==> src/rtl/iterator_table_bank_pkg.sv <==
// Shared types and default sizes for the per-namespace iterator table bank.
package iterator_table_bank_pkg;

  localparam int NS_INDEX_ID_BITS_DEF  = 5;
  localparam int BASE_STRIDE_WIDTH_DEF = 32;
  localparam int DEPTH_DEF             = 32;

  // One base or stride word.
  typedef logic [BASE_STRIDE_WIDTH_DEF-1:0] iter_word_t;

  // Table entry index.
  typedef logic [NS_INDEX_ID_BITS_DEF-1:0] entry_idx_t;

  // Clear-sweep controller states.
  typedef enum logic {
    IDLE  = 1'b0,
    CLEAR = 1'b1
  } clr_state_e;

endpackage

==> src/rtl/iterator_table_ram.sv <==
// Single table: DEPTH x DATA_W, one write port, one registered read port.
// Out-of-range writes are dropped; out-of-range reads return zero.
// With ITER_TABLE_BYPASS_EN defined, a same-cycle write to the read address
// is forwarded to the read data.
import iterator_table_bank_pkg::*;

module iterator_table_ram #(
  parameter int ADDR_W = NS_INDEX_ID_BITS_DEF,
  parameter int DATA_W = BASE_STRIDE_WIDTH_DEF,
  parameter int DEPTH  = DEPTH_DEF
) (
  input  logic              clk,
  input  logic              reset,
  input  logic              wr_en,
  input  logic [ADDR_W-1:0] wr_addr,
  input  logic [DATA_W-1:0] wr_data,
  input  logic              rd_en,
  input  logic [ADDR_W-1:0] rd_addr,
  output logic [DATA_W-1:0] rd_data
);

  // One extra bit so the range compare never degenerates when DEPTH == 2**ADDR_W.
  localparam int                CMP_W   = ADDR_W + 1;
  localparam logic [CMP_W-1:0]  DEPTH_C = CMP_W'(DEPTH);
  localparam int                IDX_W   = (DEPTH > 1) ? $clog2(DEPTH) : 1;

  logic [DATA_W-1:0] mem [DEPTH];
  logic              wr_ok;
  logic              rd_ok;
  logic [DATA_W-1:0] rd_word;

  assign wr_ok = wr_en && ({1'b0, wr_addr} < DEPTH_C);
  assign rd_ok = ({1'b0, rd_addr} < DEPTH_C);

  // Select the word to be captured by the read register.
  always_comb begin
    rd_word = '0;
    if (rd_ok) rd_word = mem[rd_addr[IDX_W-1:0]];
`ifdef ITER_TABLE_BYPASS_EN
    if (rd_ok && wr_ok && (wr_addr == rd_addr)) rd_word = wr_data;
`endif
  end

  // Storage array, zeroed on reset.
  always_ff @(posedge clk or negedge reset) begin
    if (!reset) begin
      for (int i = 0; i < DEPTH; i++) mem[i] <= '0;
    end else if (wr_ok) begin
      mem[wr_addr[IDX_W-1:0]] <= wr_data;
    end
  end

  // Read register: loads on an accepted read, otherwise holds.
  always_ff @(posedge clk or negedge reset) begin
    if (!reset)     rd_data <= '0;
    else if (rd_en) rd_data <= rd_word;
  end

endmodule

==> src/rtl/iterator_table_bank.sv <==
// Per-namespace iterator bank: base and stride tables plus a DEPTH-cycle
// software clear sweep. During the sweep, external reads, writes and further
// clear requests are ignored.
// Optional: ITER_TABLE_BYPASS_EN forwards same-cycle write data to reads.
import iterator_table_bank_pkg::*;

module iterator_table_bank #(
  parameter int NS_INDEX_ID_BITS  = NS_INDEX_ID_BITS_DEF,
  parameter int BASE_STRIDE_WIDTH = BASE_STRIDE_WIDTH_DEF,
  parameter int DEPTH             = DEPTH_DEF
) (
  input  logic                         clk,
  input  logic                         reset,
  input  logic                         clear_req,
  output logic                         busy,
  input  logic                         rd_req,
  input  logic [NS_INDEX_ID_BITS-1:0]  rd_addr,
  output logic                         rd_valid,
  output logic [BASE_STRIDE_WIDTH-1:0] rd_base,
  output logic [BASE_STRIDE_WIDTH-1:0] rd_stride,
  input  logic                         wr_base_req,
  input  logic [NS_INDEX_ID_BITS-1:0]  wr_base_addr,
  input  logic [BASE_STRIDE_WIDTH-1:0] wr_base_data,
  input  logic                         wr_stride_req,
  input  logic [NS_INDEX_ID_BITS-1:0]  wr_stride_addr,
  input  logic [BASE_STRIDE_WIDTH-1:0] wr_stride_data
);

  localparam logic [NS_INDEX_ID_BITS-1:0] LAST = NS_INDEX_ID_BITS'(DEPTH - 1);
  localparam logic [NS_INDEX_ID_BITS-1:0] ONE  = NS_INDEX_ID_BITS'(1);

  clr_state_e                    state_q, state_d;
  logic [NS_INDEX_ID_BITS-1:0]   cnt_q, cnt_d;
  logic                          sweep;
  logic                          rd_en;
  logic                          base_we, stride_we;
  logic [NS_INDEX_ID_BITS-1:0]   base_waddr, stride_waddr;
  logic [BASE_STRIDE_WIDTH-1:0]  base_wdata, stride_wdata;

  assign sweep = (state_q == CLEAR);
  assign busy  = sweep;
  assign rd_en = rd_req && !sweep;

  // While sweeping, the counter owns both write ports and writes zero.
  assign base_we      = sweep || wr_base_req;
  assign base_waddr   = sweep ? cnt_q : wr_base_addr;
  assign base_wdata   = sweep ? '0    : wr_base_data;
  assign stride_we    = sweep || wr_stride_req;
  assign stride_waddr = sweep ? cnt_q : wr_stride_addr;
  assign stride_wdata = sweep ? '0    : wr_stride_data;

  // Sweep state and counter registers.
  always_ff @(posedge clk or negedge reset) begin
    if (!reset) begin
      state_q <= IDLE;
      cnt_q   <= '0;
    end else begin
      state_q <= state_d;
      cnt_q   <= cnt_d;
    end
  end

  // Next state: start on clear_req in IDLE, finish after entry DEPTH-1.
  always_comb begin
    state_d = state_q;
    cnt_d   = cnt_q;
    case (state_q)
      IDLE: begin
        if (clear_req) begin
          state_d = CLEAR;
          cnt_d   = '0;
        end
      end
      CLEAR: begin
        cnt_d = cnt_q + ONE;
        if (cnt_q == LAST) begin
          state_d = IDLE;
          cnt_d   = '0;
        end
      end
      default: begin
        state_d = IDLE;
        cnt_d   = '0;
      end
    endcase
  end

  // Read valid follows an accepted read by one cycle.
  always_ff @(posedge clk or negedge reset) begin
    if (!reset) rd_valid <= 1'b0;
    else        rd_valid <= rd_en;
  end

  iterator_table_ram #(
    .ADDR_W (NS_INDEX_ID_BITS),
    .DATA_W (BASE_STRIDE_WIDTH),
    .DEPTH  (DEPTH)
  ) u_base (
    .clk     (clk),
    .reset   (reset),
    .wr_en   (base_we),
    .wr_addr (base_waddr),
    .wr_data (base_wdata),
    .rd_en   (rd_en),
    .rd_addr (rd_addr),
    .rd_data (rd_base)
  );

  iterator_table_ram #(
    .ADDR_W (NS_INDEX_ID_BITS),
    .DATA_W (BASE_STRIDE_WIDTH),
    .DEPTH  (DEPTH)
  ) u_stride (
    .clk     (clk),
    .reset   (reset),
    .wr_en   (stride_we),
    .wr_addr (stride_waddr),
    .wr_data (stride_wdata),
    .rd_en   (rd_en),
    .rd_addr (rd_addr),
    .rd_data (rd_stride)
  );

endmodule

==> config.mk <==
export PLATFORM = sky130hd
export DESIGN_NAME = iterator_table_bank
export DESIGN_NICKNAME = d
export VERILOG_FILES = /design/src/rtl/iterator_table_bank_pkg.sv /design/src/rtl/iterator_table_ram.sv /design/src/rtl/iterator_table_bank.sv
export SDC_FILE = /design/constraint.sdc
export NUM_CORES = 2
export LEC_CHECK = 0
export BUFFER_PORTS_ARGS = -buffer_cell sky130_fd_sc_hd__buf_4
export CAP_MARGIN = 15
export CORE_MARGIN = 5
export CORE_UTILIZATION = 40
export DETAILED_ROUTE_END_ITERATION = 8
export HOLD_SLACK_MARGIN = 0.12
export PLACE_DENSITY = 0.58
export SLEW_MARGIN = 30
export SYNTH_ARGS = -nofsm -noshare
export SYNTH_HDL_FRONTEND = slang
export SYNTH_SLANG_ARGS = --single-unit
==> constraint.sdc <==
create_clock -name clk -period 2.54 [get_ports clk]
set_input_delay 0.381 -clock clk [delete_from_list [all_inputs] [get_ports clk]]
set_output_delay 0.381 -clock clk [all_outputs]
set_load 0.05 [all_outputs]
### After elaboration in Yosys (flattened, before gate mapping)

Cells that the tools add are included.

| cells by class | value |
|---|---|
| mux-type cells | 22 |
| add/sub/neg operators | 1 |
| bitwise logic cells | 4 |
| reduce and logical (&&, ||, !) cells | 6 |
| $lt $le $gt $ge | 5 |
| equal/unequal tests | 2 |

Operators with widths:

| kind | number |
|---|---|
| 1024-bit bitwise mux | 2 |
| 32-bit binary-select mux with 5-bit select | 2 |
| 32-bit demux with 5-bit select | 2 |
| 32-bit two-way mux | 8 |
| 5-bit two-way mux | 4 |
| 6-bit >= comparator (second input constant) | 3 |
| 5-bit NOT with 6-bit output | 3 |
| 6-bit by 1-bit less-than comparator with 1-bit output (second input constant) | 2 |
| 5-bit one-hot mux with 2 select lines | 1 |
| 5-bit by 1-bit adder with 5-bit output (second input constant) | 1 |
| 5-bit == test (second input constant) | 1 |
| 1-bit logical AND | 3 |
| 1-bit logical OR | 2 |
| 1-bit two-way mux | 2 |
| 2-bit != test (second input constant) | 1 |
| 1-bit one-hot mux with 2 select lines | 1 |
| 1-bit logical NOT | 1 |
| 1-bit NOT | 1 |

| storage, ports and cells | value |
|---|---|
| register bits after elaboration | 2119 |
| output and inout bits | 66 |

### Depth between registers and ports, before layout

| depth | value |
|---|---|
| word-level depth | 7 |
| depth in mapped cells | 9 |
| gate-level depth less buffers | 7 |

### Hierarchy

Synthesis repeated with hierarchy kept, for this count alone.

| second synthesis, totals | value |
|---|---|
| cell total of the unflattened synthesis | 6968 |
| area, all modules | 97260.8 um^2 |

By module, submodules not included:

| module | area an instance (um^2) | times used | seq. area each (um^2) | cells an instance |
|---|---|---|---|---|
| iterator_table_ram | 48181.2 | 2 | 26425.3 | 3419 |
| iterator_table_bank | 898.4 | 1 | 175.2 | 130 |

### Worst setup path before layout

No wires, ideal clock.

| timing path | value |
|---|---|
| kind | register to register |
| from | register state_q, in the netlist busy |
| to | register u_base.mem[502] (netlist bit) |
| setup time | 0.133 ns |
| stages on the path, launching flop included | 9 |
| path slack | 0.214 ns |
| clock period less this slack | 2.326 ns |
| data arrival time | 2.193 ns |
| path through | dfrtp_1 -> buf_6 -> buf_6 -> or3b_2 -> a21oi_4 -> nand2_2 -> clkbuf_1 -> nand2_1 -> o21ai_0 |

| on the way | value |
|---|---|
| word-level cells in the longest chain between the ends | 7 |

Ends and longest elaborated chain:

| what | line | source |
|---|---|---|
| from (decl) | iterator_table_bank.sv:32 | `clr_state_e state_q, state_d;` |
| from (signal assigned) | iterator_table_bank.sv:58 | `state_q <= state_d;` |
| 5-bit two-way mux | iterator_table_bank.sv:46 | `assign base_waddr = sweep ? cnt_q : wr_base_addr;` |
| 5-bit NOT with 6-bit output (not written as such) | iterator_table_ram.sv:49 | `mem[wr_addr[IDX_W-1:0]] <= wr_data;` |
| 6-bit >= comparator (not written as such) or 6-bit by 1-bit less-than comparator with 1-bit output (tied branches) | iterator_table_ram.sv:49 |  |
| 1-bit logical AND (not written as such) | iterator_table_ram.sv:49 |  |
| 32-bit two-way mux (not written as such) | iterator_table_ram.sv:49 |  |
| 32-bit demux with 5-bit select | iterator_table_ram.sv:49 |  |
| 1024-bit bitwise mux | iterator_table_ram.sv:49 |  |
| to (signal, indexed assignment) | iterator_table_ram.sv:49 |  |
| to (decl) | iterator_table_ram.sv:27 | `logic [DATA_W-1:0] mem [DEPTH];` |

Several ways; a longest one is shown, not always the timed one.
A chain may end at the register's enable or synchronous reset.

### Final worst setup path

| timing path | value |
|---|---|
| from | register state_q, in the netlist busy |
| to | register u_stride.mem[560] (netlist bit) |

| on the way | value |
|---|---|
| word-level cells in the longest chain between the ends | 7 |

Ends and longest elaborated chain:

| what | line | source |
|---|---|---|
| 5-bit two-way mux | iterator_table_bank.sv:49 | `assign stride_waddr = sweep ? cnt_q : wr_stride_addr;` |
| 5-bit NOT with 6-bit output (not written as such) | iterator_table_ram.sv:49 |  |
| 6-bit >= comparator (not written as such) or 6-bit by 1-bit less-than comparator with 1-bit output (tied branches) | iterator_table_ram.sv:49 |  |
| 1-bit logical AND (not written as such) | iterator_table_ram.sv:49 |  |
| 32-bit two-way mux (not written as such) | iterator_table_ram.sv:49 |  |
| 32-bit demux with 5-bit select | iterator_table_ram.sv:49 |  |
| 1024-bit bitwise mux | iterator_table_ram.sv:49 |  |
| to (signal, indexed assignment) | iterator_table_ram.sv:49 |  |
| to (decl) | iterator_table_ram.sv:27 |  |

Several ways; a longest one is shown, not always the timed one.

==> run_results.csv <==
group,metric,value,unit
floorplan,ioPinCount,151,
cells_and_area,design_area,106000,sq um
logic_synthesis,syn_area_per_cell,10.61,sq um
routing,drt-initial-drc-count,5821,
worst_setup_path,critical_path_required,3.24,ns
clocking,clock_latency,0.86,ns
logic_synthesis,yosysSeqAreaShare,58.10,%
cells_and_area,fillers,20958,
clocking,htreeDepth,4,
routing,wl,278800,um
floorplan,fp.dieW,487.6,um
worst_setup_path,critPathBufInv,2,
global_routing,grt_max_degree,105,
global_routing,grt_pass1_vias,65516,
clocking,ctsLongestPathBuffers,3,
logic_synthesis,synth.top_cell.area_share,58.10,%
placement,dp_hpwl,173600,um
placement,dp.cells,11351,
timing,slew_headroom,46.65,%
logic_synthesis,yosysUniqueCellTypes,49,
timing,rsz0062_at_grt,"false",
logic_synthesis,synth-async-reset-ratio,100.0,%
timing,fin_crit_sh,93.71,%
floorplan,initial_core_util,40.15,%
timing,fmax,420.1,MHz
clocking,clkSinkCount,2119,
worst_setup_path,path_cells,"buf_12, or3b_1, a21oi_2, nand2_2, buf_12, nand2_1, o21ai_0",
worst_setup_path,start_kind,"flip-flop",
global_routing,grt_pass1_wl,425400,um
logic_synthesis,ys.flop_type,"dfrtp_1",
placement,gp_congestion,0.8202,
cells_and_area,area_delta_synth_final,16.11,%
timing,skew,0.03075,ns
timing,fin_crit,2.380,ns
worst_setup_path,arrival,3.08,ns
worst_setup_path,max_stage_delay,0.44,ns
routing,wl_per_cell,23.61,um
clocking,cts.clk_slew.worst_paths,0.06,ns
timing,setup_tns,0,ns
run_status,status,"completed",
worst_setup_path,crit_family,"simple AND/OR/NAND/NOR gates",
timing,finalHoldViolations,0,
power_and_ir_drop,p_leak,46.35,nW
worst_setup_path,worstSetupPathType,"flip-flop to flip-flop",
global_routing,grt-ovfl-total,0,
timing,final-setup-viol-count,0,
cells_and_area,nNetsFinal,8705,
placement,placed_cell_area,98120,sq um
cells_and_area,ff_latch_area,53030,sq um
logic_synthesis,yosys.area.top_type,"dfrtp_1",
floorplan,design.core.area,227300,sq um
clocking,cts_root_buffer,"clkbuf_16",
logic_synthesis,synthesis.nets,8686,
floorplan,die-area,237800,sq um
global_routing,grt_antenna_before_repair,9,
cells_and_area,drive_gt1_share,15.81,%
worst_setup_path,path_common_cell,"buf_12",
power_and_ir_drop,ir_drop,0.7436,mV
worst_setup_path,cp_max_fo,34,
clocking,cts_tree,"done",
routing,drc,0,
cells_and_area,multiInputGateArea,35110,sq um
logic_synthesis,yosys_warnings,0,
timing,report.final.slew_viol_count,0,
routing,antenna_left,0,
floorplan,die_h,487.6,um
logic_synthesis,synth.cell_area,91260,sq um
logic_synthesis,ys_seq_elements,2119,
worst_setup_path,critPathCaptureType,"flip-flop",
routing,via_count,65454,
logic_synthesis,yosys-top-cells-area,"dfrtp_1 (58%), o21ai_0 (11%), mux4_2 (9.6%)",
logic_synthesis,netlist_instances,8598,
floorplan,rows,175,
global_routing,grtUsageTotal,23.49,%
run,max_cap_viol_count,0,
timing,worst_pin_slew,0.8002,ns
clocking,numCtsBuffers,210,
timing,holdWs,0.1843,ns
logic_synthesis,synth-edff-count,0,
worst_setup_path,cp_slowest_cell,"or3b_1",
routing,dr.pass1.iters,6,
cells_and_area,finalNonFillerCells,11810,
placement,portBuffers,150,
hold_path,hold_path.class,"input pin to flip-flop",
routing,vias_per_cell,5.542,
power_and_ir_drop,powerDensity,894.7,nW/um^2
==> repair_timing <==
item,in CTS,in global routing
gates resized for setup,0,1
setup buffers,0,0
endpoints found under the setup margin,0,23
endpoints found under the hold margin,2482,0
hold buffers,63,0
==> path summary, 6_finish.rpt <==
kind	from	end	slack (ns)	cells after the start
worst max-delay path	busy	u_stride.mem[560]	0.16	7
worst min-delay path	wr_stride_data[29]	u_stride.mem[253]	0.18	4
worst max register to register	busy	u_stride.mem[560]	0.16	7
worst min register to register	u_stride.mem[697]	u_stride.mem[697]	0.47	2
max in group asynchronous	reset	u_base.mem[924]	1.29	3
min in group asynchronous	reset	u_stride.mem[193]	0.20	2
==> power breakdown <==
group	internal (W)	switching, W	leakage [nW]
registers	0.0392	0.00340	29.4
clock network	0.0188	0.0133	3.56
logic	0.00669	0.0134	13.3
total	0.0647	0.0301	46.4
==> cell usage after synthesis, types with 5 or more instances <==
master / n
a21oi_1: 49
nand2_1: 2292
nor3_1: 18
a32oi_1: 43
inv_1: 5
clkbuf_1: 696
nand3_1: 90
a211oi_1: 32
o211ai_1: 43
o21ai_1: 113
nand2b_1: 6
nand3b_1: 11
a21oi_2: 10
o221ai_1: 46
buf_2: 75
buf_4: 15
o22ai_1: 100
dfrtp_1: 2119
mux2i_1: 324
nor2_1: 6
nand2_2: 34
mux4_2: 389
buf_1: 22
mux2_2: 8
o21ai_0: 1986
a211o_1: 16
==> layer usage <==
metal	wire length, um	GRT usage [%]	share of wire, %
met1	122700	32.67	44
met4	10190	8.057	3.7
met3	15410	3.604	5.5
met2	130600	37.84	47
met5	0	0	0
==> cell type report <==
| class | count | area share, % |
|---|---|---|
| multi-input cells | 5660 | 33.14 |
| flip-flops and latches | 2119 | 50.04 |
| diodes | 5 | 0.01181 |
| clock buffers | 328 | 6.024 |
| clock inverters | 63 | 0.7652 |
| well taps | 3009 | 3.553 |
| inverters | 8 | 0.03660 |
| repair buffers | 618 | 6.428 |
==> cell usage in the layout, fill, tap and decap left out, types with 5 or more instances in the layout <==
cell type	Yosys	final
a21oi_2	10	10
dlygate4sd3_1	0	63
o211ai_1	43	43
nand3b_1	11	11
a211oi_1	32	32
clkbuf_1	696	54
mux4_2	389	389
nand3_1	90	90
clkbuf_16	0	214
nand2_1	2292	2261
a21oi_1	49	49
nor3_1	18	18
o21ai_0	1986	1986
buf_12	0	157
nand2_2	34	64
dfrtp_1	2119	2119
o221ai_1	46	46
bufinv_16	0	16
inv_6	0	7
mux2i_1	324	323
o21ai_1	113	113
clkbuf_8	0	60
a32oi_1	43	43
mux2_2	8	8
buf_4	15	392
a211o_1	16	16
o22ai_1	100	100
clkinv_2	0	36
diode_2	0	5
==> cells by family after synthesis <==
kind of cell / synth area share, %
xor+xnor: 0.009599
mux: 13.25
buf+inv: 3.558
fa+ha+maj: 0.04114
flops: 58.10
simple gates: 10.54
compound gates: 14.49
==> through the flow <==
step	power, W	setup WS, ns	util (%)
floorplan	0.05411	0.2135	-
global placement	0.06248	0.1654	43.17
detailed placement	0.06318	0.1685	43.17
CTS	0.09542	0.1637	46.61
global route	0.09921	0.06836	46.62
finish	0.09480	0.1598	46.62
==> sequential cells by signal, summed over array words and instances, names as in the netlist <==
signal	count
u_base.rd_data	32
u_base.mem	1024
cnt_q	5
u_stride.mem	1024
busy	1
u_stride.rd_data	32
rd_valid	1
==> worst reg2reg max path, delay by kind of cell, from the launching register on <==
family	cells	cell delay, ns
and+or+nand+nor	3	0.93
AOI/OAI and AO/OA	2	0.42
buffers and inverters	2	0.47
DFF	1	0.42
(Power assumes the default switching activity.)
